--- config.mk ---
export PLATFORM = sky130hd
export DESIGN_NAME = equalizer_div_sdiv_28s_16s_16_seq_flat
export DESIGN_NICKNAME = d
export VERILOG_FILES = /design/src/rtl/equalizer_div_sdiv_28s_16s_16_seq_if.sv /design/src/rtl/equalizer_div_sdiv_28s_16s_16_seq.sv /design/src/flat_wrapper.sv
export SDC_FILE = /design/constraint.sdc
export NUM_CORES = 1
export LEC_CHECK = 0
export BUFFER_PORTS_ARGS = -buffer_cell sky130_fd_sc_hd__buf_2
export CORE_MARGIN = 5
export CORE_UTILIZATION = 55
export CTS_CLUSTER_SIZE = 8
export DETAILED_ROUTE_END_ITERATION = 8
export PLACE_DENSITY = 0.87
export SYNTH_ARGS = -nofsm -noshare
export SYNTH_HDL_FRONTEND = slang
export SYNTH_SLANG_ARGS = --single-unit
export TNS_END_PERCENT = 1
--- constraint.sdc ---
create_clock -name clk -period 6.1 [get_ports clk]
set_input_delay 0.915 -clock clk [delete_from_list [all_inputs] [get_ports clk]]
set_output_delay 0.915 -clock clk [all_outputs]
set_load 0.05 [all_outputs]
--- src/rtl/equalizer_div_sdiv_28s_16s_16_seq_if.sv ---
// Valid/ready bus of the iterative signed divider.
// The master side feeds dividend/divisor pairs and accepts results.
// The slave side is the divider itself.
interface equalizer_div_sdiv_28s_16s_16_seq_if #(
  parameter int DIVIDEND_W = 28,
  parameter int DIVISOR_W  = 16,
  parameter int QUOT_W     = 16
);
  logic                         in_valid;
  logic                         in_ready;
  logic signed [DIVIDEND_W-1:0] dividend;
  logic signed [DIVISOR_W-1:0]  divisor;
  logic                         out_valid;
  logic                         out_ready;
  logic signed [QUOT_W-1:0]     quotient;
  logic signed [DIVISOR_W-1:0]  remainder;
  logic                         div_zero;
  logic                         ovf;

  modport master (
    output in_valid, dividend, divisor, out_ready,
    input  in_ready, out_valid, quotient, remainder, div_zero, ovf
  );

  modport slave (
    input  in_valid, dividend, divisor, out_ready,
    output in_ready, out_valid, quotient, remainder, div_zero, ovf
  );
endinterface

--- src/rtl/equalizer_div_sdiv_28s_16s_16_seq.sv ---
// Iterative restoring signed divider: one quotient bit per enabled edge.
// Quotient and remainder truncate toward zero, and the remainder sign follows the dividend.
// Optional macro EQUALIZER_DIV_SAT_EN: clamp an out-of-range quotient and flag ovf.
// Without EQUALIZER_DIV_SAT_EN the quotient wraps and ovf stays 0.
module equalizer_div_sdiv_28s_16s_16_seq #(
  parameter int DIVIDEND_W = 28,
  parameter int DIVISOR_W  = 16,
  parameter int QUOT_W     = 16
) (
  input  logic clk,
  input  logic reset_n,
  input  logic ce,
  equalizer_div_sdiv_28s_16s_16_seq_if.slave bus
);

  localparam int CNT_W = $clog2(DIVIDEND_W);
  localparam int QF_W  = DIVIDEND_W + 1;

  typedef enum logic [1:0] {IDLE, CALC, FIX, DONE} state_t;

  state_t                      state;
  logic [CNT_W-1:0]            cnt;
  logic                        in_ready_r;
  logic                        out_valid_r;
  logic                        div_zero_r;
  logic                        ovf_r;
  logic signed [QUOT_W-1:0]    quot_r;
  logic signed [DIVISOR_W-1:0] rem_r;
  logic                        sign_n;
  logic                        sign_d;

  // Datapath state: magnitudes and the running partial remainder.
  logic [DIVIDEND_W-1:0]       dvd_mag;
  logic [DIVIDEND_W-1:0]       quo_mag;
  logic [DIVISOR_W-1:0]        dvs_mag;
  logic [DIVISOR_W:0]          prem;

  logic                        accept;
  logic [DIVIDEND_W-1:0]       dividend_abs;
  logic [DIVISOR_W-1:0]        divisor_abs;
  logic [DIVISOR_W+1:0]        shifted;
  logic [DIVISOR_W+1:0]        trial;
  logic                        take;
  logic signed [QF_W-1:0]      quot_mag_s;
  logic signed [QF_W-1:0]      quot_full;
  logic [DIVISOR_W-1:0]        rem_mag;
  logic [DIVISOR_W-1:0]        rem_u;

  // Map the full signed quotient onto QUOT_W bits; the MSB of the result is the overflow flag.
  function automatic logic [QUOT_W:0] range_quot(input logic signed [QF_W-1:0] q);
    logic signed [QF_W-1:0] qmax;
    logic signed [QF_W-1:0] qmin;
    qmax = {{(QF_W-QUOT_W+1){1'b0}}, {(QUOT_W-1){1'b1}}};
    qmin = ~qmax;
`ifdef EQUALIZER_DIV_SAT_EN
    if (q > qmax)
      return {1'b1, 1'b0, {(QUOT_W-1){1'b1}}};
    else if (q < qmin)
      return {1'b1, 1'b1, {(QUOT_W-1){1'b0}}};
    else
      return {1'b0, q[QUOT_W-1:0]};
`else
    if ((q > qmax) || (q < qmin))
      return {1'b0, q[QUOT_W-1:0]};
    else
      return {1'b0, q[QUOT_W-1:0]};
`endif
  endfunction

  assign accept = (state == IDLE) && in_ready_r && bus.in_valid;

  // The unsigned magnitude is one bit wider in value range, so |min negative| stays exact.
  assign dividend_abs = bus.dividend[DIVIDEND_W-1] ? (~bus.dividend + 1'b1) : bus.dividend;
  assign divisor_abs  = bus.divisor[DIVISOR_W-1]  ? (~bus.divisor + 1'b1)  : bus.divisor;

  // Restoring step: bring in the next dividend bit, then trial-subtract |divisor|.
  assign shifted = {prem, dvd_mag[DIVIDEND_W-1]};
  assign trial   = shifted - {2'b00, dvs_mag};
  assign take    = ~trial[DIVISOR_W+1];

  assign quot_mag_s = $signed({1'b0, quo_mag});
  assign quot_full  = (sign_n ^ sign_d) ? -quot_mag_s : quot_mag_s;
  assign rem_mag    = prem[DIVISOR_W-1:0];
  assign rem_u      = sign_n ? (~rem_mag + 1'b1) : rem_mag;

  assign bus.in_ready  = in_ready_r;
  assign bus.out_valid = out_valid_r;
  assign bus.quotient  = quot_r;
  assign bus.remainder = rem_r;
  assign bus.div_zero  = div_zero_r;
  assign bus.ovf       = ovf_r;

  // Control FSM with registered handshake and result outputs.
  always_ff @(posedge clk or negedge reset_n) begin
    if (!reset_n) begin
      state       <= IDLE;
      cnt         <= '0;
      in_ready_r  <= 1'b0;
      out_valid_r <= 1'b0;
      quot_r      <= '0;
      rem_r       <= '0;
      div_zero_r  <= 1'b0;
      ovf_r       <= 1'b0;
      sign_n      <= 1'b0;
      sign_d      <= 1'b0;
    end else if (ce) begin
      case (state)
        IDLE: begin
          if (accept) begin
            in_ready_r <= 1'b0;
            sign_n     <= bus.dividend[DIVIDEND_W-1];
            sign_d     <= bus.divisor[DIVISOR_W-1];
            cnt        <= CNT_W'(DIVIDEND_W - 1);
            state      <= CALC;
          end else begin
            in_ready_r <= 1'b1;
          end
        end
        CALC: begin
          cnt <= cnt - 1'b1;
          if (cnt == '0)
            state <= FIX;
        end
        FIX: begin
          if (dvs_mag == '0) begin
            div_zero_r <= 1'b1;
            ovf_r      <= 1'b0;
            rem_r      <= '0;
            quot_r     <= sign_n ? {1'b1, {(QUOT_W-1){1'b0}}} : {1'b0, {(QUOT_W-1){1'b1}}};
          end else begin
            div_zero_r      <= 1'b0;
            {ovf_r, quot_r} <= range_quot(quot_full);
            rem_r           <= rem_u;
          end
          out_valid_r <= 1'b1;
          state       <= DONE;
        end
        DONE: begin
          if (bus.out_ready) begin
            out_valid_r <= 1'b0;
            in_ready_r  <= 1'b1;
            state       <= IDLE;
          end
        end
        default: state <= IDLE;
      endcase
    end
  end

  // Datapath: load magnitudes on acceptance, shift/subtract once per CALC edge.
  always_ff @(posedge clk) begin
    if (ce) begin
      if (accept) begin
        dvd_mag <= dividend_abs;
        dvs_mag <= divisor_abs;
        prem    <= '0;
        quo_mag <= '0;
      end else if (state == CALC) begin
        dvd_mag <= {dvd_mag[DIVIDEND_W-2:0], 1'b0};
        quo_mag <= {quo_mag[DIVIDEND_W-2:0], take};
        prem    <= take ? trial[DIVISOR_W:0] : shifted[DIVISOR_W:0];
      end
    end
  end

endmodule

--- src/flat_wrapper.sv ---
// flat-port wrapper written by rule: the top's interface ports become plain ports
module equalizer_div_sdiv_28s_16s_16_seq_flat 
#(
  parameter int DIVIDEND_W = 28,
  parameter int DIVISOR_W  = 16,
  parameter int QUOT_W     = 16
)
  (clk, reset_n, ce, bus_in_valid, bus_dividend, bus_divisor, bus_out_ready, bus_in_ready, bus_out_valid, bus_quotient, bus_remainder, bus_div_zero, bus_ovf);
  equalizer_div_sdiv_28s_16s_16_seq_if #(.DIVIDEND_W(DIVIDEND_W), .DIVISOR_W(DIVISOR_W), .QUOT_W(QUOT_W)) bus_i ();
  input  logic clk;
  input  logic reset_n;
  input  logic ce;
  input wire logic [$bits(bus_i.in_valid)-1:0] bus_in_valid;
  input wire logic [$bits(bus_i.dividend)-1:0] bus_dividend;
  input wire logic [$bits(bus_i.divisor)-1:0] bus_divisor;
  input wire logic [$bits(bus_i.out_ready)-1:0] bus_out_ready;
  output wire logic [$bits(bus_i.in_ready)-1:0] bus_in_ready;
  output wire logic [$bits(bus_i.out_valid)-1:0] bus_out_valid;
  output wire logic [$bits(bus_i.quotient)-1:0] bus_quotient;
  output wire logic [$bits(bus_i.remainder)-1:0] bus_remainder;
  output wire logic [$bits(bus_i.div_zero)-1:0] bus_div_zero;
  output wire logic [$bits(bus_i.ovf)-1:0] bus_ovf;
  assign bus_i.in_valid = bus_in_valid;
  assign bus_i.dividend = bus_dividend;
  assign bus_i.divisor = bus_divisor;
  assign bus_i.out_ready = bus_out_ready;
  assign bus_in_ready = bus_i.in_ready;
  assign bus_out_valid = bus_i.out_valid;
  assign bus_quotient = bus_i.quotient;
  assign bus_remainder = bus_i.remainder;
  assign bus_div_zero = bus_i.div_zero;
  assign bus_ovf = bus_i.ovf;
  equalizer_div_sdiv_28s_16s_16_seq #(.DIVIDEND_W(DIVIDEND_W), .DIVISOR_W(DIVISOR_W), .QUOT_W(QUOT_W)) u_core (.clk(clk), .reset_n(reset_n), .ce(ce), .bus(bus_i));
endmodule
Word level (Yosys, flattened, before mapping)
Index checks and enable logic that the tools add are counted.
Word-level totals
  bits in registers: 121
  bits of input ports: 49
  output and inout bits: 36
  logic and storage cells: 72
Cells by class
  add/subtract/negate cells: 6
  eq/ne operators: 6
  muxes and demuxes: 24
  bitwise operators: 5
  reductions and logical operators: 17
Operator list (number)
  two-way mux 16 bit: 6
  two-way mux 28 bit: 3
  two-way mux 17 bit: 2
  adder 16 x 1 -> 16 bit, second input constant: 2
  inverter 16 bit: 2
  adder 28 x 1 -> 28 bit, second input constant: 1
  inverter 28 bit: 1
  subtractor 18 x 16 -> 18 bit: 1
  zero test 16 bit: 1
  negation 16 bit: 1
  two-way mux 15 bit: 1
  AND reduction 3 bit: 4
  case mux 5 bit (2 select lines): 1
  case mux 2 bit (4 select lines): 1
  nonzero test 2 bit: 4
  two-way mux 2 bit: 3
  AND reduction 2 bit: 3
  zero test 5 bit: 1
  two-way mux 5 bit: 1
  subtractor 5 x 1 -> 5 bit, second input constant: 1
  == test 2 bit, second input constant: 2
  two-way mux 1 bit: 4
  inequality test 2 x 1 -> 1 bit, second input constant: 2
  case mux 1 bit (2 select lines): 2
  other kinds (7): 8

Longest topological paths before layout
Gate-level depths: netlist (run 1).
  word-level depth: 5
  depth in mapped cells: 10

Least setup slack after synthesis (run 1)
No wires, ideal clock.
  kind: input-to-reg
  start: in bus_in_valid
  end: reg u_core.cnt[4]
  library setup time: 0.132 ns
  data arrival time: 3.411 ns
  slack: 2.557 ns
  stages: 7
  buffers on the path: 1
  cell sequence: and3_1 clkbuf_1 o21a_1 nand3_1 nor3_1 xnor2_1 o21ai_0
On the way
  longest elaborated chain between the ends: 3
RTL lines
  from (decl): line flat_wrapper.sv:13  | input wire logic [$bits(bus_i.in_valid)-1:0] bus_in_valid;
  logical AND 1 bit: line equalizer_div_sdiv_28s_16s_16_seq.sv:70  | assign accept = (state == IDLE) && in_ready_r && bus.in_valid;
  inequality test 2 x 1 -> 1 bit (no source line)
  AND reduction 3 bit (no source line)
  to (signal assigned): line equalizer_div_sdiv_28s_16s_16_seq.sv:113  | cnt <= CNT_W'(DIVIDEND_W - 1);
  to (signal assigned): line equalizer_div_sdiv_28s_16s_16_seq.sv:120  | cnt <= cnt - 1'b1;
  to (decl): line equalizer_div_sdiv_28s_16s_16_seq.sv:22  | logic [CNT_W-1:0] cnt;
Every way passes these cells.
A chain may end at the register's enable or synchronous reset.

Worst setup path in the final report (run 1)
  start: reg u_core.prem[13]
  end: reg u_core.prem[0] (data pin)
On the way
  longest elaborated chain between the ends: 3
RTL lines
  from (decl): line equalizer_div_sdiv_28s_16s_16_seq.sv:36  | logic [DIVISOR_W:0] prem;
  from (signal assigned): line equalizer_div_sdiv_28s_16s_16_seq.sv:161  | prem <= take ? trial[DIVISOR_W:0] : shifted[DIVISOR_W:0];
  subtractor 18 x 16 -> 18 bit: line equalizer_div_sdiv_28s_16s_16_seq.sv:78  | assign trial = shifted - {2'b00, dvs_mag};
  two-way mux 17 bit: line equalizer_div_sdiv_28s_16s_16_seq.sv:161
  two-way mux 17 bit: line equalizer_div_sdiv_28s_16s_16_seq.sv:158  | end else if (state == CALC) begin
Every way passes these cells. The select of a mux whose other input is x is not followed.

==> results.toml, run 1 <==
[setup_path]
arrival_ps = 3610
path_class = "register to register"
critPathMaxFanout = 13
r2r_start = "u_core.prem[13]"
worstPathRequired_ps = 6320
timing.rr.end = "u_core.prem[0]"
cp-start-kind = "register"
end_kind = "register"
rrSetupSlack_ps = 2710
rr_worst_depth = 7

[synthesis]
synth_area_um2 = 7240
synth_top_cell_by_area = "edfxtp_1"
yosysTopAreaCellShare_pct = 31.9
yosysSeqAreaShare_pct = 47.2
avgSynthCellArea_um2 = 9.61
ys_seq_elements = 121
synth_nets = 829
ys_types = 54
synth_flop_cell = "edfxtp_1"
netlist_top_cells_area = "edfxtp_1, dfrtp_1, o21ai_0"
syn_inst = 753
synth-edff-count = 77
ys_warn_count = 0
async_flop_share_pct = 36.4

[clock_network]
cts_hold_buffers = 0
cts_root_buf = "clkbuf_16"
numCtsBuffers = 17
cts.repair.resized = 0
cts.sinks = 121
path_clk_slew_ps = 60
cts_tree = "built"
postCtsSetupBuffers = 0
htreeDepth = 4
clock_latency_ps = 420
ctsLongestPathBuffers = 2

[min_path]
hold_path.startpoint = "u_core.bus.remainder[9]"
min_to = "u_core.bus.remainder[9]"
whs_path_depth = 2
hold_class = "register to register"

[sta]
timing.hold.ws_ps = 469
tns_ps = 0
tightest_slew_ps = 1160
relSlewSlack_pct = 22.0
setup_viol = 0
min_period_ps = 3390
clock_skew_ps = 8.59
fmax_mhz = 295
drv_slew = 0
rsz0062_at_grt = "no"
fin_crit_sh_pct = 55.5
timing.final.ws_setup_ps = 2710
hold_viol_final = 0

[cells_and_area]
syn_to_final_growth_pct = 15.7
nets = 900
drive_above_1_share_pct = 15.8
antenna_cells = 0
nFillCells = 1058
regArea_um2 = 3410
final_cells = 1013
multi_input_area_um2 = 3570
fin_util_pct = 64.0

[power]
ir_drop_mv = 0.191
p_per_area_nw_per_um2 = 514
p_leak_nw = 3.45

[placement]
dp_hpwl_um = 11100
gp_congestion = 0.934
place_ws_ps = 2750
place.port_buffers = 83
dp_cells = 981

[detailed_routing]
vias = 5693
firstDrtPassIters = 5
antenna_left = 0
wl_um = 15100
drtIter0Drc = 419
drc = 0
wl_per_cell_um = 14.9
routed_via_density = 5.62

[global_route]
grt_max_degree = 58
grt_pass1_vias = 5345
grtUsageTotal_pct = 20.0
grt_util_met3_pct = 5.62
grt.busiest_layer = "met2"
antenna_found_initial = 0
grt_overflow_total = 0
grt_pass1_wl_um = 25700
met2_usage_pct = 30.2
met1_usage_pct = 27.6

[floorplan]
die_h_um = 125
io_pins = 85
fp.dieW_um = 125
die_area_um2 = 15600
start_util_pct = 55.3
rows = 42
core_um2 = 13100

[outcome]
status = "finished, final reports clean"

[run]
drv_cap = 0
-- synth_stat cells (all sizes together) (4+ instances only) --
cell and number:
mux2 4, nor2 30, nor4 8, nand2b 10, clkbuf 27, or4 6, or3 11, ha 26
o211ai 6, nand3 21, nor3 7, o41ai 10, buf 7, nand4 4, o31ai 26, and2 15
xor2 48, edfxtp 77, xnor2 32, a21o 6, nand2 97, o21a 7, inv 35, a21oi 43
o21ai 110, dfrtp 44
-- metrics by stage --
step	power [mW]	area (um2)
after floorplan	2.85	7240
after global placement	3.23	7770
after detailed placement	3.27	7770
after CTS	4.32	8380
after global routing	4.60	8380
final	4.31	8380
-- worst max-delay path, stage by stage (launching register included) --
cell      delay (ps)
edfxtp_1         490
ha_1             440
a21o_1           240
a211oi_1         250
o21ai_0          230
o21ai_0          960
nand2_1          260
o31ai_1          330
-- state kept, by name, summed over array words and instances, names as in the netlist, 2 cells and up --
| name | flops |
|---|---|
| u_core.quo_mag | 16 |
| u_core.state | 2 |
| u_core.bus.quotient | 16 |
| u_core.dvd_mag | 28 |
| u_core.bus.remainder | 16 |
| u_core.prem | 17 |
| u_core.dvs_mag | 16 |
| u_core.cnt | 5 |
-- layout make-up --
class                      instances  area share (%)
multi-input combinational        563            42.6
timing repair buffer              86            5.23
sequential                       121            40.7
clock buffer                      18            5.12
tap                              176            2.63
inverter                          35            1.57
clock inverter                    14            2.14
-- cell usage in the layout (no fill, tap or decap), types with 3 or more instances in the layout --
master,synthesis,routed
buf_4,1,3
a21oi_1,42,42
or3_1,8,8
or3_4,3,3
dfrtp_1,44,44
edfxtp_1,77,77
bufinv_16,0,4
a31oi_1,3,3
o211ai_1,6,6
nor2_1,30,30
clkbuf_16,0,17
mux2_2,4,4
nand3_1,21,20
clkinv_2,0,6
ha_1,26,26
and2_1,15,15
xnor2_1,32,32
nor4_1,8,8
inv_1,35,35
o21ai_0,109,109
nand2b_1,10,10
nand4_1,4,4
nand3b_1,3,3
o21a_1,7,6
or4_1,5,5
o31ai_1,26,26
nor3b_1,3,3
nor3_1,6,6
buf_2,2,83
nand2_1,97,97
xor2_1,48,48
o41ai_1,10,10
a21o_1,6,6
a21boi_0,3,3
-- worst max-delay path by stage --
stage / from / endpoint / slack (ps) / depth (start not counted)
CTS: u_core.prem[13] / u_core.prem[0] / 2740 / 7
detailed placement: u_core.prem[13] / u_core.prem[0] / 2750 / 7
finish: u_core.prem[13] / u_core.prem[0] / 2710 / 7
global route: u_core.prem[13] / u_core.prem[0] / 2400 / 7
global placement: bus_in_valid / u_core.dvd_mag[11] / 2920 / 4
floorplan: bus_in_valid / u_core.cnt[4] / 2560 / 7
-- power by group --
part	total, mW	internal, mW	leakage (nW)	switching, mW
Combinational	1.83	0.626	1.89	1.21
Sequential	1.44	1.23	1.26	0.207
Clock	1.04	0.678	0.301	0.359
-- routing by layer --
layer  vias up  wire length (um)
li1       2863                 -
met1      2611              6860
met2       193              6880
met3        26              1130
met4         0               272
met5         -                 0
-- cells by family after synthesis --
family	Yosys count	synth area share (%)
mux	6	0.899
flops	121	47.2
other cells	1	0.0518
buf+inv	69	3.66
xor+xnor	80	9.68
fa+ha+maj	27	4.77
compound gates	225	18.7
simple gates	224	15.1
No activity file was read; power rests on OpenSTA's default activity.
==> inputs of run 2 (changes only) <==
--- a/config.mk
+++ b/config.mk
@@ -7,7 +7,7 @@
 export LEC_CHECK = 0
 export BUFFER_PORTS_ARGS = -buffer_cell sky130_fd_sc_hd__buf_2
 export CORE_MARGIN = 5
-export CORE_UTILIZATION = 55
+export CORE_UTILIZATION = 53
 export CTS_CLUSTER_SIZE = 8
 export DETAILED_ROUTE_END_ITERATION = 8
 export PLACE_DENSITY = 0.87
==> constraint.sdc (replaced) <==
create_clock -name clk -period 3 [get_ports clk]
set_input_delay 0.45 -clock clk [delete_from_list [all_inputs] [get_ports clk]]
set_output_delay 0.45 -clock clk [all_outputs]
set_load 0.05 [all_outputs]
==> results.toml, run 2 (synthesis gave the netlist of run 1 again) <==
[placement]
gp_congestion = 1.01
place_ws_ps = 135
dpl_cell_area_um2 = 7890
dp_hpwl_um = 11600
dp_cells = 997
place.port_buffers = 83

[clock_network]
cts_root_buf = "clkbuf_16"
path_clk_slew_ps = 50
htreeDepth = 4
clock_latency_ps = 420
cts_tree = "built"
numCtsBuffers = 17
ctsLongestPathBuffers = 2
cts.sinks = 121

[setup_path]
path_cells = "ha_1, o211ai_1, a21o_1, a211o_1, a2111oi_4, nor3_2, buf_4, or4_1, a21oi_1"
worst_path_max_delay_cell = "or4_1"
worstPathRequired_ps = 3270
critical_path.n_buffers_inverters = 1
end_kind = "register"
critPathMaxFanout = 11
slowest_delay_ps = 490
path_class = "register to register"
cp-start-kind = "register"
arrival_ps = 3110
path_delay_family = "compound AO/OA/AOI/OAI gates"

[cells_and_area]
largest_reg_flops = 28
reg.largest.list = "u_core.dvd_mag x28, u_core.prem x17"
nets = 916
antenna_cells = 0
syn_to_final_growth_pct = 17.1
final_cells = 1029
nFillCells = 1082
drive_above_1_share_pct = 17.4
final_common_cell = "o21ai_0"
final_cell_mix = "o21ai_0, nand2_1, buf_2"
design_area_um2 = 8480
regMostFlops = "u_core.dvd_mag"

[run]
drv_cap = 0

[sta]
fmax_mhz = 353
tightest_slew_ps = 973
timing.final.ws_setup_ps = 165
clock_skew_ps = 7.37
drv_slew = 0
hold_viol_final = 0
tns_ps = 0
min_period_ps = 2840
rsz0062_at_grt = "no"
setup_viol = 0
relSlewSlack_pct = 35.1
fin_crit_sh_pct = 94.5

[floorplan]
core_um2 = 13300
rows = 42
start_util_pct = 54.4
fp.dieW_um = 127
io_pins = 85
die_h_um = 127
die_area_um2 = 16100

[detailed_routing]
drtIter0Drc = 381
wl_um = 16000
routed_via_density = 5.66
vias = 5824
drc = 0
antenna_left = 0
wl_per_cell_um = 15.5
firstDrtPassIters = 5

[global_route]
antenna_found_initial = 0
grt_pass1_vias = 5610
grtUsageTotal_pct = 20.2
grt_pass1_wl_um = 26400
grt_overflow_total = 0
grt_max_degree = 58

[min_path]
hold_class = "input port to async pin"

[power]
total_power_mw = 8.81
p_leak_nw = 3.51
p_per_area_nw_per_um2 = 1040
ir_drop_mv = 0.446

[outcome]
status = "finished, final reports clean"
run 2: layout make-up:
type                            count  area (um2)  share of cell area, %
Tap cell                          176         220                   2.60
Timing Repair Buffer              102         558                   6.58
Inverter                           35         131                   1.55
Clock inverter                     15         159                   1.87
Multi-Input combinational cell    563        3570                   42.1
Sequential cell                   121        3410                   40.3
Clock buffer                       17         425                   5.02
run 2: worst register-to-register path: stages, from the launching register on:
cell       delay, ps
edfxtp_1         380
ha_1             370
o211ai_1         110
a21o_1           200
a211o_1          310
a2111oi_4        420
nor3_2            90
buf_4            190
or4_1            490
a21oi_1          130
run 2: where the power goes:
| group | internal [mW] | switching, mW |
|---|---|---|
| Clock | 1.29 | 0.713 |
| Sequential | 2.50 | 0.393 |
| Combinational | 1.36 | 2.55 |
run 2: path summary, 6_finish.rpt:
path / endpoint / startpoint / cells after the start / slack, ps
setup / recovery: u_core.prem[12] / u_core.prem[3] / 9 / 160
hold / removal: u_core.bus.quotient[5] / reset_n / 1 / 190
setup reg to reg: u_core.prem[12] / u_core.prem[3] / 9 / 160
hold reg to reg: u_core.bus.remainder[15] / u_core.bus.remainder[15] / 2 / 470
max in group asynchronous: u_core.bus.in_ready / reset_n / 1 / 2200
min in group clk: u_core.dvs_mag[0] / bus_divisor[0] / 1 / 260
run 2: layer usage:
layer	track usage, %	routed length (um)	vias to the layer above
li1	-	-	2901
met1	26.2	6810	2664
met2	32.1	7440	230
met3	5.97	1460	29
met4	7.63	287	0
met5	0	0	-
run 2: stage by stage:
step,util (%),hold slack (ps)
4_1_cts,63.7,214
2_1_floorplan,-,154
6_report,63.7,194
3_5_place_dp,59.3,463
3_3_place_gp,59.3,458
5_1_grt,63.7,246
run 2: repair_timing:
item	CTS	global route
gates resized for setup	0	1
hold buffers	0	0
endpoints found under the setup margin	0	1
setup buffers	0	0
==> inputs of run 3 (changes only) <==
--- a/config.mk
+++ b/config.mk
@@ -11,6 +11,7 @@
 export CTS_CLUSTER_SIZE = 8
 export DETAILED_ROUTE_END_ITERATION = 8
 export PLACE_DENSITY = 0.87
+export SETUP_SLACK_MARGIN = 0.5
 export SYNTH_ARGS = -nofsm -noshare
 export SYNTH_HDL_FRONTEND = slang
 export SYNTH_SLANG_ARGS = --single-unit
==> results.toml, run 3 (synthesis gave the netlist of run 1 again) <==
[sta]
hold_viol_final = 0
rsz0062_at_grt = "yes"
tightest_slew_ps = 976
min_period_ps = 2770
tns_ps = 0
relSlewSlack_pct = 34.9
drv_slew = 0
fmax_mhz = 361
fin_crit_sh_pct = 92.2
setup_viol = 0
clock_skew_ps = 4.96

[cells_and_area]
reg.largest.list = "u_core.dvd_mag x28, u_core.prem x17"
regMostFlops = "u_core.dvd_mag"
final_cell_mix = "o21ai_0, nand2_1, buf_2"
nets = 930
syn_to_final_growth_pct = 21.0
fin_util_pct = 65.9
multi_input_area_um2 = 3690
largest_reg_flops = 28
regArea_um2 = 3410
design_area_um2 = 8760
nFillCells = 1036
drive_above_1_share_pct = 20.8
antenna_cells = 0
final_cells = 1043
final_common_cell = "o21ai_0"

[setup_path]
cp-start-kind = "register"
critPathLaunch = "u_core.prem[1]"
critPathMaxFanout = 4
worstPathRequired_ps = 3160
worst_path_max_delay_cell = "edfxtp_1"
arrival_ps = 2930
path_class = "register to register"
timing.rr.end = "u_core.prem[2]"
end_kind = "register"
rrSetupSlack_ps = 230
crit_cells = 11
r2r_start = "u_core.prem[1]"
worstSetupEndpoint = "u_core.prem[2]"
critical_path.n_buffers_inverters = 3
rr_worst_depth = 11
path_cells = "ha_4, o211ai_1, a21o_1, a211o_1, a2111oi_4, buf_4, buf_6, o21ai_2, buf_4, nand4_1, a21oi_2"
cpMostUsedCell = "buf_4"
path_delay_family = "compound AO/OA/AOI/OAI gates"
slowest_delay_ps = 450

[floorplan]
start_util_pct = 54.4
die_h_um = 127
io_pins = 85
die_area_um2 = 16100
core_um2 = 13300
rows = 42
fp.dieW_um = 127

[clock_network]
ctsLongestPathBuffers = 2
cts.sinks = 121
htreeDepth = 4
path_clk_slew_ps = 50
clock_latency_ps = 420
numCtsBuffers = 17
cts_tree = "built"
cts_root_buf = "clkbuf_16"

[placement]
dp_hpwl_um = 11700
place.port_buffers = 83
gp_congestion = 0.910
dpl_cell_area_um2 = 7910
dp_cells = 999

[power]
p_leak_nw = 3.63
ir_drop_mv = 0.589
p_per_area_nw_per_um2 = 1030
total_power_mw = 9.06

[global_route]
grt_max_degree = 58
grtUsageTotal_pct = 21.0
grt_pass1_vias = 5646
grt_overflow_total = 0
grt_pass1_wl_um = 27200
antenna_found_initial = 0

[min_path]
hold_class = "input port to async pin"

[detailed_routing]
drc = 0
drtIter0Drc = 283
antenna_left = 0
routed_via_density = 5.69
firstDrtPassIters = 5
vias = 5938
wl_um = 16300
wl_per_cell_um = 15.7

[outcome]
status = "finished, final reports clean"

[run]
drv_cap = 0
-- run 3: cell types whose count changed in the layout (fill, tap and decap cells not counted), moves of 5 or more --
| cell | change |
|---|---|
| a21oi_1 | -5 |
| buf_4 | +7 |
| buf_6 | +6 |
| a21oi_2 | +5 |
-- run 3: what timing repair did --
action	4_1_cts	5_1_grt
hold buffers	0	0
gates cloned	1	0
setup buffers	9	2
endpoints found under the setup margin	18	20
resized for setup	23	10
pin swaps	11	9
-- run 3: worst min path at each step --
stage / slack [ps] / endpoint / startpoint
3_3_place_gp: 460 / u_core.bus.quotient[7] / u_core.bus.quotient[7]
2_1_floorplan: 150 / u_core.bus.div_zero / reset_n
3_5_place_dp: 470 / u_core.bus.quotient[14] / u_core.bus.quotient[14]
6_report: 200 / u_core.bus.quotient[4] / reset_n
5_1_grt: 240 / u_core.dvs_mag[0] / bus_divisor[0]
4_1_cts: 200 / u_core.cnt[0] / reset_n
-- run 3: per-layer routing --
layer / track usage, % / up-vias / part of all wire (%) / routed length (um)
met2: 33.1 / 219 / 47 / 7620
met4: 7.13 / 0 / 1.4 / 221
met1: 27.7 / 2787 / 44 / 7160
met3: 6.39 / 18 / 8.1 / 1320
met5: 0 / - / 0 / 0
li1: - / 2914 / - / -
-- run 3: area by class of cell --
cell class                      instances  area share (%)
Clock buffer                           27            6.60
Timing Repair Buffer                  116            7.97
Sequential cell                       121            39.0
Multi-Input combinational cell        563            42.2
Clock inverter                          5           0.286
Tap cell                              176            2.51
Inverter                               35            1.50
-- run 3: worst register-to-register path, stage by stage (launching register included) --
cell and delay [ps]:
edfxtp_1 450, ha_4 320, o211ai_1 90, a21o_1 180, a211o_1 310, a2111oi_4 450, buf_4 200, buf_6 90
o21ai_2 70, buf_4 170, nand4_1 110, a21oi_2 70
-- run 3: per-stage QoR --
step / setup WS [ps] / hold slack [ps]
final: 233 / 196
after global routing: 138 / 245
after CTS: 308 / 201
after detailed placement: 70.5 / 468
after global placement: 166 / 458
after floorplan: 333 / 154
-- run 3: where the power goes --
| group | leakage (nW) | switching (mW) | internal (mW) |
|---|---|---|---|
| clock network | 0.303 | 0.689 | 1.31 |
| logic | 2.07 | 2.63 | 1.52 |
| registers | 1.26 | 0.402 | 2.50 |
